[src/rtl/reorder_buffer_pkg.sv]
// ---------------------------------------------------------------------------
// reorder_buffer_pkg
// Shared definitions for the reorder buffer and its query ports:
//   ROB_SIZE / ROBW   - entry count and id width
//   ROB_ID_BUS_W      - width of every ROB id bus (rename tag)
//   id_type_e         - instruction class carried from decode
//   TRUE / FALSE      - single-bit constants
// ---------------------------------------------------------------------------
package reorder_buffer_pkg;

  localparam int ROB_SIZE     = 16;
  localparam int ROBW         = $clog2(ROB_SIZE);
  localparam int ROB_ID_BUS_W = ROBW;

  typedef logic [ROB_ID_BUS_W-1:0] rob_id_t;
  typedef logic [ROBW:0]           rob_cnt_t;

  // Count value at which the buffer is full (one bit wider than an id).
  localparam rob_cnt_t ROB_COUNT_FULL = rob_cnt_t'(ROB_SIZE);

  typedef enum logic [1:0] {
    TYPE_ALU    = 2'd0,  // ALU op or load: writes the register file
    TYPE_BRANCH = 2'd1,
    TYPE_STORE  = 2'd2
  } id_type_e;

  localparam logic TRUE  = 1'b1;
  localparam logic FALSE = 1'b0;

endpackage

[src/rtl/rob_query_port.sv]
// ---------------------------------------------------------------------------
// rob_query_port
// One operand lookup into the reorder buffer. Answers whether the entry named
// by i_q_id holds a finished result, and what that result is.
//
// Optional feature macro: ROB_CDB_BYPASS_EN
//   defined   - a same-cycle ALU or LSB broadcast to i_q_id is forwarded
//               combinationally (ready = 1, broadcast value).
//   undefined - only stored entry state is reported.
//
// Ports:
//   i_q_id                     queried ROB id
//   i_busy / i_ready           per-entry status vectors
//   i_value                    per-entry result values
//   i_alu_valid/_id/_value     ALU broadcast bus (used only with bypass)
//   i_lsb_valid/_id/_value     LSB broadcast bus (used only with bypass)
//   o_ready / o_value          lookup answer; o_value is meaningless when
//                              o_ready is 0
// ---------------------------------------------------------------------------
module rob_query_port
  import reorder_buffer_pkg::*;
(
  input  rob_id_t             i_q_id,
  input  logic [ROB_SIZE-1:0] i_busy,
  input  logic [ROB_SIZE-1:0] i_ready,
  input  logic [31:0]         i_value [ROB_SIZE],
  input  logic                i_alu_valid,
  input  rob_id_t             i_alu_id,
  input  logic [31:0]         i_alu_value,
  input  logic                i_lsb_valid,
  input  rob_id_t             i_lsb_id,
  input  logic [31:0]         i_lsb_value,
  output logic                o_ready,
  output logic [31:0]         o_value
);

  always_comb begin
    o_ready = i_busy[i_q_id] & i_ready[i_q_id];
    o_value = i_value[i_q_id];
`ifdef ROB_CDB_BYPASS_EN
    // ALU checked last so it wins if both buses name the same id.
    if (i_lsb_valid && (i_lsb_id == i_q_id)) begin
      o_ready = TRUE;
      o_value = i_lsb_value;
    end
    if (i_alu_valid && (i_alu_id == i_q_id)) begin
      o_ready = TRUE;
      o_value = i_alu_value;
    end
`endif
  end

`ifndef ROB_CDB_BYPASS_EN
  // Broadcast buses are only consumed by the bypass path.
  logic w_unused_bcast;
  assign w_unused_bcast = ^{i_alu_valid, i_alu_id, i_alu_value,
                            i_lsb_valid, i_lsb_id, i_lsb_value};
`endif

endmodule

[src/rtl/reorder_buffer.sv]
// ---------------------------------------------------------------------------
// reorder_buffer
// Circular in-order retirement queue. Allocates one entry per issued
// instruction (its id is the destination rename tag), collects results from
// the ALU and LSB broadcast buses, and retires entries strictly in program
// order: register write-back, store release, or branch roll-back.
//
// Optional feature macro: ROB_CDB_BYPASS_EN (same-cycle broadcast forwarding
// on the two operand query ports, see rob_query_port).
//
// Ports:
//   clk, rst (async active-low), rdy (0 freezes all state and outputs)
//   ID_*            issue: valid, type, rd_valid/rd, pred_taken
//   ROB_free_id     id the next issued entry receives (combinational)
//   ROB_full        registered, count == ROB_SIZE
//   ALU_*           ALU broadcast: id, value, taken, target pc
//   LSB_*           LSB broadcast: id, value
//   Q1_*/Q2_*       operand queries (combinational answers)
//   RF_*            register write-back pulse
//   LSB_store_*     store release pulse
//   ROB_roll_back_flag / ROB_jump_pc  mispredict flush pulse
//
// Handshake: there is no backpressure on any bus. An issue is taken on an
// edge where ID_issue_valid=1, ROB_full=0 and ROB_roll_back_flag=0, otherwise
// it is dropped. A broadcast is taken on an edge where its valid is 1, the
// named entry is busy and no roll-back is in progress. All commit outputs are
// one-cycle pulses with no acknowledge.
// ---------------------------------------------------------------------------
module reorder_buffer
  import reorder_buffer_pkg::*;
(
  input  logic        clk,
  input  logic        rst,
  input  logic        rdy,
  // issue
  input  logic        ID_issue_valid,
  input  logic [1:0]  ID_type,
  input  logic        ID_rd_valid,
  input  logic [4:0]  ID_rd,
  input  logic        ID_pred_taken,
  output rob_id_t     ROB_free_id,
  output logic        ROB_full,
  // ALU broadcast
  input  logic        ALU_valid,
  input  rob_id_t     ALU_ROB_id,
  input  logic [31:0] ALU_value,
  input  logic        ALU_taken,
  input  logic [31:0] ALU_target_pc,
  // LSB broadcast
  input  logic        LSB_valid,
  input  rob_id_t     LSB_ROB_id,
  input  logic [31:0] LSB_value,
  // operand queries
  input  rob_id_t     Q1_id,
  input  rob_id_t     Q2_id,
  output logic        Q1_ready,
  output logic [31:0] Q1_value,
  output logic        Q2_ready,
  output logic [31:0] Q2_value,
  // retirement
  output logic        RF_commit_valid,
  output logic [4:0]  RF_rd,
  output logic [31:0] RF_value,
  output rob_id_t     RF_commit_ROB_id,
  output logic        LSB_store_commit,
  output rob_id_t     LSB_store_ROB_id,
  output logic        ROB_roll_back_flag,
  output logic [31:0] ROB_jump_pc
);

  // Entry status (reset) and payload (no reset needed: only read when busy).
  logic [ROB_SIZE-1:0] r_busy;
  logic [ROB_SIZE-1:0] r_ready;
  id_type_e            r_type       [ROB_SIZE];
  logic                r_rd_valid   [ROB_SIZE];
  logic [4:0]          r_rd         [ROB_SIZE];
  logic [31:0]         r_value      [ROB_SIZE];
  logic                r_pred_taken [ROB_SIZE];
  logic                r_taken      [ROB_SIZE];
  logic [31:0]         r_target_pc  [ROB_SIZE];

  rob_id_t  r_head;
  rob_id_t  r_tail;
  rob_cnt_t r_count;
  logic     r_full;

  logic        r_rf_commit_valid;
  logic [4:0]  r_rf_rd;
  logic [31:0] r_rf_value;
  rob_id_t     r_rf_commit_id;
  logic        r_store_commit;
  rob_id_t     r_store_id;
  logic        r_roll_back;
  logic [31:0] r_jump_pc;

  logic     w_issue;
  logic     w_alu_hit;
  logic     w_lsb_hit;
  logic     w_commit;
  logic     w_mispredict;
  rob_cnt_t w_count_next;

  always_comb begin
    w_issue      = ID_issue_valid && !r_full && !r_roll_back;
    w_alu_hit    = ALU_valid && !r_roll_back && r_busy[ALU_ROB_id];
    w_lsb_hit    = LSB_valid && !r_roll_back && r_busy[LSB_ROB_id];
    w_commit     = r_busy[r_head] && r_ready[r_head];
    w_mispredict = w_commit && (r_type[r_head] == TYPE_BRANCH) &&
                   (r_taken[r_head] != r_pred_taken[r_head]);
    w_count_next = r_count + rob_cnt_t'(w_issue) - rob_cnt_t'(w_commit);
  end

  // Control state and retirement pulses.
  always_ff @(posedge clk or negedge rst) begin
    if (!rst) begin
      r_busy            <= '0;
      r_ready           <= '0;
      r_head            <= '0;
      r_tail            <= '0;
      r_count           <= '0;
      r_full            <= FALSE;
      r_rf_commit_valid <= FALSE;
      r_rf_rd           <= '0;
      r_rf_value        <= '0;
      r_rf_commit_id    <= '0;
      r_store_commit    <= FALSE;
      r_store_id        <= '0;
      r_roll_back       <= FALSE;
      r_jump_pc         <= '0;
    end else if (rdy) begin
      r_rf_commit_valid <= FALSE;
      r_store_commit    <= FALSE;
      r_roll_back       <= FALSE;

      if (w_issue) begin
        r_busy[r_tail]  <= TRUE;
        r_ready[r_tail] <= FALSE;
        r_tail          <= r_tail + rob_id_t'(1);
      end
      if (w_alu_hit) r_ready[ALU_ROB_id] <= TRUE;
      if (w_lsb_hit) r_ready[LSB_ROB_id] <= TRUE;

      if (w_commit) begin
        r_busy[r_head] <= FALSE;
        r_head         <= r_head + rob_id_t'(1);
        case (r_type[r_head])
          TYPE_STORE: begin
            r_store_commit <= TRUE;
            r_store_id     <= r_head;
          end
          TYPE_BRANCH: begin
            if (w_mispredict) begin
              r_roll_back <= TRUE;
              r_jump_pc   <= r_target_pc[r_head];
            end
          end
          default: begin
            r_rf_commit_valid <= r_rd_valid[r_head];
            r_rf_rd           <= r_rd[r_head];
            r_rf_value        <= r_value[r_head];
            r_rf_commit_id    <= r_head;
          end
        endcase
      end

      r_count <= w_count_next;
      r_full  <= (w_count_next == ROB_COUNT_FULL);

      // Flush overrides everything above, including a same-cycle issue.
      if (w_mispredict) begin
        r_busy  <= '0;
        r_head  <= '0;
        r_tail  <= '0;
        r_count <= '0;
        r_full  <= FALSE;
      end
    end
  end

  // Entry payload. An issuing entry is never busy, so issue and broadcast
  // writes can never target the same index on one edge.
  always_ff @(posedge clk) begin
    if (rdy) begin
      if (w_issue) begin
        r_type[r_tail]       <= id_type_e'(ID_type);
        r_rd_valid[r_tail]   <= ID_rd_valid;
        r_rd[r_tail]         <= ID_rd;
        r_pred_taken[r_tail] <= ID_pred_taken;
      end
      if (w_lsb_hit) begin
        r_value[LSB_ROB_id] <= LSB_value;
      end
      if (w_alu_hit) begin
        r_value[ALU_ROB_id]     <= ALU_value;
        r_taken[ALU_ROB_id]     <= ALU_taken;
        r_target_pc[ALU_ROB_id] <= ALU_target_pc;
      end
    end
  end

  rob_query_port u_q1 (
    .i_q_id      (Q1_id),
    .i_busy      (r_busy),
    .i_ready     (r_ready),
    .i_value     (r_value),
    .i_alu_valid (ALU_valid),
    .i_alu_id    (ALU_ROB_id),
    .i_alu_value (ALU_value),
    .i_lsb_valid (LSB_valid),
    .i_lsb_id    (LSB_ROB_id),
    .i_lsb_value (LSB_value),
    .o_ready     (Q1_ready),
    .o_value     (Q1_value)
  );

  rob_query_port u_q2 (
    .i_q_id      (Q2_id),
    .i_busy      (r_busy),
    .i_ready     (r_ready),
    .i_value     (r_value),
    .i_alu_valid (ALU_valid),
    .i_alu_id    (ALU_ROB_id),
    .i_alu_value (ALU_value),
    .i_lsb_valid (LSB_valid),
    .i_lsb_id    (LSB_ROB_id),
    .i_lsb_value (LSB_value),
    .o_ready     (Q2_ready),
    .o_value     (Q2_value)
  );

  assign ROB_free_id        = r_tail;
  assign ROB_full           = r_full;
  assign RF_commit_valid    = r_rf_commit_valid;
  assign RF_rd              = r_rf_rd;
  assign RF_value           = r_rf_value;
  assign RF_commit_ROB_id   = r_rf_commit_id;
  assign LSB_store_commit   = r_store_commit;
  assign LSB_store_ROB_id   = r_store_id;
  assign ROB_roll_back_flag = r_roll_back;
  assign ROB_jump_pc        = r_jump_pc;

endmodule

[config.mk]
export PLATFORM = sky130hd
export DESIGN_NAME = reorder_buffer
export DESIGN_NICKNAME = d
export VERILOG_FILES = /design/src/rtl/reorder_buffer_pkg.sv /design/src/rtl/rob_query_port.sv /design/src/rtl/reorder_buffer.sv
export SDC_FILE = /design/constraint.sdc
export NUM_CORES = 2
export LEC_CHECK = 0
export CORE_ASPECT_RATIO = 0.9
export CORE_UTILIZATION = 55
export CTS_BUF_LIST = sky130_fd_sc_hd__clkbuf_4
export DETAILED_ROUTE_END_ITERATION = 10
export GPL_ROUTABILITY_DRIVEN = 0
export PLACE_DENSITY_LB_ADDON = 0.05
export SLEW_MARGIN = 30
export SYNTH_ARGS = -nofsm -noshare
export SYNTH_HDL_FRONTEND = slang
export SYNTH_SLANG_ARGS = --single-unit
[constraint.sdc]
create_clock -name clk -period 3.69 [get_ports clk]
set_clock_uncertainty 0.1 [all_clocks]
set_input_delay 0.369 -clock clk [delete_from_list [all_inputs] [get_ports clk]]
set_output_delay 0.369 -clock clk [all_outputs]
set_load 0.1 [all_outputs]
* Word-level counts from Yosys, hierarchy flattened *
Memory sizes are Yosys's and may differ from the RTL's. A register that Yosys moved wholly into a read port is not among the register bits.
Index checks and enable logic that the tools add are counted.

word-level totals
  register bits after elaboration = 601
  latch bits = 0
  bits in writable memories = 672
  memory bits (read-only) = 0
  output and inout bits = 151
  memories kept = 6

cells by class
  add/sub/neg operators = 4
  multiply operators = 0
  divide/modulo/power cells = 0
  order comparisons = 17
  equality and inequality tests = 4
  shift operators = 0
  multiplexer cells = 70
  bitwise gates (word level) = 15
  reductions and logical operators = 27

memory list
  memory        words  width  read ports  clocked after memory_dff  write ports  line                  RTL
  r_target_pc   16     32     1           1                         1            reorder_buffer.sv:80  logic [31:0] r_target_pc [ROB_SIZE];
  r_rd          16     5      1           1                         1            reorder_buffer.sv:76  logic [4:0] r_rd [ROB_SIZE];
  r_type        16     2      1           0                         1            reorder_buffer.sv:74  id_type_e r_type [ROB_SIZE];
  r_pred_taken  16     1      1           0                         1            reorder_buffer.sv:78  logic r_pred_taken [ROB_SIZE];
  r_rd_valid    16     1      1           0                         1            reorder_buffer.sv:75  logic r_rd_valid [ROB_SIZE];
  r_taken       16     1      1           0                         1            reorder_buffer.sv:79  logic r_taken [ROB_SIZE];

operators by type and width
  operator                                                    count
  2-to-1 mux 512 bit                                          3
  bitwise mux 512 bit                                         2
  binary-select mux 32 bit (select 4 bit)                     3
  demux 32 bit (select 4 bit)                                 2
  2-to-1 mux 32 bit                                           8
  2-to-1 mux 16 bit                                           9
  bitwise OR 16 bit                                           3
  AND 16 bit                                                  2
  binary-select mux 1 bit (select 4 bit)                      8
  inverter 16 bit                                             2
  less-than comparator 4 x 5 -> 1 bit, second input constant  6
  2-to-1 mux 1 bit                                            26
  >= comparator 5 bit, second input constant                  5
  inverter 4 -> 5 bit                                         5
  demux 1 bit (select 4 bit)                                  4
  >= comparator 4 x 1 -> 1 bit, second input constant         4
  2-to-1 mux 4 bit                                            4
  logical AND 1 bit                                           15
  less-than comparator 5 x 1 -> 1 bit, second input constant  2
  adder 4 x 1 -> 4 bit, second input constant                 2
  AND reduction 3 bit                                         2
  adder 5 x 1 -> 5 bit                                        1
  == test 5 bit, second input constant                        1
  2-to-1 mux 5 bit                                            1
  other kinds (11)                                            17

* Longest topological paths before layout *
  depth after elaboration = 13
  mapped depth = 17
  mapped depth without buffers = 14

* Cells and area by module *
A second synthesis with hierarchy kept.

second synthesis, totals
  cells, all modules = 4714
  area total of the unflattened synthesis = 68924.9 um^2

modules (own cells, without submodules)
  module          times used  cells each  area each (um^2)  sequential area each (um^2)
  reorder_buffer  1           4242        60807.1           38707.1
  rob_query_port  2           236         4058.9            0.0

* Least setup slack after synthesis *
Ideal clock, no wire load.

  kind = register -> register
  start point = reg r_roll_back, in the netlist ROB_roll_back_flag
  end point = mem r_taken[4] (enable)
  arrival = 3.926 ns
  required time = 3.126 ns
  path slack = -0.800 ns
  stages on the path, launching flop included = 4
  path buffers = 0
  cells stage by stage = dfrtp_1 nor3b_1 nand3_1 nor3_1

between the ends
  cells in the longest elaborated chain, start to end = 6

RTL lines
  what                                    line                   RTL
  start, declared                         reorder_buffer.sv:93   logic r_roll_back;
  start signal, assigned                  reorder_buffer.sv:128  r_roll_back <= FALSE;
  start signal, assigned                  reorder_buffer.sv:133  r_roll_back <= FALSE;
  start signal, assigned                  reorder_buffer.sv:153  r_roll_back <= TRUE;
  zero test 1 bit                         reorder_buffer.sv:105  w_alu_hit = ALU_valid && !r_roll_back && r_busy[ALU_ROB_id];
  logical AND 1 bit (2 in a row)          reorder_buffer.sv:105
  2-to-1 mux 1 bit                        reorder_buffer.sv:193  if (w_alu_hit) begin
  2-to-1 mux 1 bit                        reorder_buffer.sv:183  if (rdy) begin
  2-to-1 mux 1 bit (not written as such)  reorder_buffer.sv:195  r_taken[ALU_ROB_id] <= ALU_taken;
  end, declared                           reorder_buffer.sv:79

Every way passes these cells.

* Worst setup path after layout *
  start point = reg r_busy[10]
  end point = out Q2_ready

between the ends
  cells in the longest elaborated chain, start to end = 3

RTL lines
  what                                    line                   RTL
  start, declared                         reorder_buffer.sv:72   logic [ROB_SIZE-1:0] r_busy;
  start signal, assigned                  reorder_buffer.sv:116  r_busy <= '0;
  start signal, assigned by index         reorder_buffer.sv:136  r_busy[r_tail] <= TRUE;
  start signal, assigned by index         reorder_buffer.sv:144  r_busy[r_head] <= FALSE;
  binary-select mux 1 bit (select 4 bit)  rob_query_port.sv:38   o_ready = i_busy[i_q_id] & i_ready[i_q_id];
  2-to-1 mux 1 bit (not written as such)  rob_query_port.sv:38
  AND 1 bit                               rob_query_port.sv:38
  end, declared                           reorder_buffer.sv:58   output logic Q2_ready,

Every way passes these cells. The select of a mux whose other input is x is not followed.

==> results.yml <==
floorplanning:
  core_um2: 123000
  rows: 122
  die_area_um2: 126000
  die_w_um: 375
  start_util: 0.557
  io_pins: 279
  die_h_um: 337
clock_tree:
  cts.path.max_buffers: 4
  cts_buffers: 353
  cts_setup_buffers: 0
  clk_pin_slew_worst_paths_ps: 70
  clk_latency_ps: 1300
  cts_sinks: 1310
  cts_tree: "done"
  cts_root_buffer: "clkbuf_4"
  htree_levels: 5
power:
  pwr-share-comb: 0.373
  p_switching_w: 0.0184
  p_clk_frac: 0.257
  power.leakage_nw: 28.3
  pwr-share-seq: 0.370
  internal_power_w: 0.0323
  switching_share: 0.362
  ir_worst_vdd_mv: 0.539
  p_total_w: 0.0507
  powerDensity_nw_per_um2: 635
finish:
  drive_gt1_frac: 0.322
  fillers: 9027
  seq_area_um2: 38700
  area_growth_pct: 16.1
  utilization: 0.647
  final_nets: 5199
  multi_input_area_um2: 28000
route:
  via_per_inst: 7.01
  drc: 0
  dr.pass1.iters: 6
  routedWlPerCell_um: 33.3
  drt_iter0_markers: 7962
  antenna_left: 0
  routed_wl_um: 231000
  route.vias.total: 48600
run_status:
  status: "complete, no violations"
sta:
  slew-limit-headroom: 0.322
  finalSetupViolCount: 0
  max_freq_mhz: 275
  post-route-min-period_ps: 3630
  setup_ws_ps: 57.5
  drv_slew: 0
  holdWs_ps: 77.1
  timing.final.crit_share: 0.984
  worst_pin_slew_ps: 1010
  hold_viol_final: 0
synth:
  seq_area_frac_synth: 0.563
  ys_warn_count: 0
  synth-main-ff-cell: "edfxtp_1"
  synth_fp_nets: 4794
  yosysTopAreaCellShare: 0.517
  yosysTopAreaCell: "edfxtp_1"
  synth_seq_cells: 1310
  syn_area_per_cell_um2: 14.8
  async_flop_share: 0.0962
  syn_area_um2: 68800
  synth_edf_count: 1184
  synth.area.top_cells: "edfxtp_1, mux4_2, dfrtp_1"
  syn-instance-count: 4650
  synth_cell_type_count: 53
critical_path:
  crit_required_ps: 3220
  crit_fanout: 4
  cp.arrival_ps: 3160
  startpoint_type: "flop"
  endpoint_kind: "output pin"
  ff2ff_path_depth: 10
  worstSetupPathType: "flop to output pin"
global_route:
  antenna_found_initial: 10
  grt_max_degree: 131
  grt_pass1_wl_um: 331000
  grt_overflow: 0
  grt_usage: 0.368
  grt_pass1_vias: 47000
placed_design:
  pre_cts_slack_ps: 158
  hpwl_um: 130000
  io_buffers: 278
min_path:
  whs_path_depth: 3
  min_path_type: "input pin to flop"
run:
  drv_cap: 0
cells by family (layout without fill, tap and decap cells):
family                     count (synthesis)  count (layout)  synth area share
AOI/OAI and AO/OA                        867             867            0.0773
xor gates and xnor gates                   7               7          0.000891
adders and majority gates                 16              16           0.00302
buffers and inverters                    549            1210            0.0346
DFF                                     1310            1310             0.563
muxes                                    919             919             0.263
other                                      0               9                 0
and+or+nand+nor                          982             982            0.0582
power by group through the flow:
stage | logic (W) | clock network [W] | registers (W)
floorplan | 0.0109 | 0 | 0.0218
global placement | 0.0187 | 0 | 0.0190
detailed placement | 0.0188 | 0 | 0.0190
CTS | 0.0189 | 0.0132 | 0.0187
global route | 0.0197 | 0.0140 | 0.0189
finish | 0.0189 | 0.0130 | 0.0188
cells in the final DEF, fill, tap and decap left out, types with 53 or more instances in the layout:
master,instances
dlygate4sd3_1,78
a21oi_1,219
dfrtp_1,121
buf_12,124
mux2_2,78
mux4_2,704
a22oi_1,256
a31oi_1,134
buf_4,150
nand2_1,482
nor2_1,337
edfxtp_1,1184
mux2i_1,137
clkinv_1,53
clkdlybuf4s50_1,189
o21ai_0,194
clkbuf_4,539
worst paths after layout:
kind | to | from | slack (ps)
max | Q2_ready | r_busy[10] | 60
min | r_value[355] | ALU_value[3] | 80
max reg2reg | ROB_jump_pc[28] | r_head[1] | 170
min reg2reg | RF_rd[1] | RF_rd[1] | 400
max in group asynchronous | RF_value[21] | rst | 2860
min in group asynchronous | ROB_free_id[2] | rst | 210
per-stage QoR:
step           instance area [um^2]  std cells  TNS [ps]
2_1_floorplan                 68800       4650    -52820
3_3_place_gp                  74600       6232         0
3_5_place_dp                  74500       6232         0
4_1_cts                       79800       6923     -4.75
5_1_grt                       79800       6930     -22.3
6_report                      79800       6932         0
final cells by class:
type | instances | area share
tap | 1612 | 0.0253
sequential | 1310 | 0.485
timing repair buffer | 566 | 0.0814
inverter | 33 | 0.00155
clock inverter | 72 | 0.00484
clock buffer | 539 | 0.0507
antenna | 9 | 0.000282
multi-input combinational | 2791 | 0.351
layer usage:
layer | vias to the layer above | track usage | routed length, um
li1 | 19600 | - | -
met1 | 24400 | 0.523 | 86200
met2 | 3906 | 0.535 | 102000
met3 | 631 | 0.112 | 33300
met4 | 16 | 0.144 | 8870
met5 | - | 0 | 103
worst max-delay path: stages (launching register included):
cell and delay (ps):
dfrtp_1 380, buf_6 140, nand2_1 60, mux4_2 470
mux4_2 540, inv_2 120, buf_12 180
what timing repair did:
| action | in CTS | in global routing |
|---|---|---|
| pin swaps | 1 | 0 |
| endpoints found under the setup margin | 2 | 1 |
| hold endpoints to repair | 1473 | 0 |
| hold buffers | 80 | 0 |
| resized for setup | 3 | 1 |
registers in the layout (all words and copies together) (netlist names), 5 cells and up:
register / flops
r_count: 5
RF_value: 32
r_type: 32
r_value: 512
r_target_pc: 512
r_pred_taken: 16
r_rd_valid: 16
r_rd: 80
r_ready: 16
RF_rd: 5
ROB_jump_pc: 32
r_taken: 16
r_busy: 16
synth_stat cells (15+ instances only):
| cell type | count |
|---|---|
| nor2_1 | 363 |
| a31oi_1 | 134 |
| edfxtp_1 | 1184 |
| a22oi_1 | 256 |
| mux2i_1 | 137 |
| a21oi_1 | 219 |
| dfrtp_1 | 126 |
| inv_1 | 33 |
| nor2b_1 | 38 |
| o22a_1 | 16 |
| clkbuf_1 | 320 |
| buf_6 | 30 |
| nand2_1 | 497 |
| ha_1 | 15 |
| mux4_2 | 704 |
| mux2_2 | 78 |
| buf_2 | 62 |
| buf_1 | 100 |
| o21ai_0 | 194 |
Power figures use the tool's default switching activity.
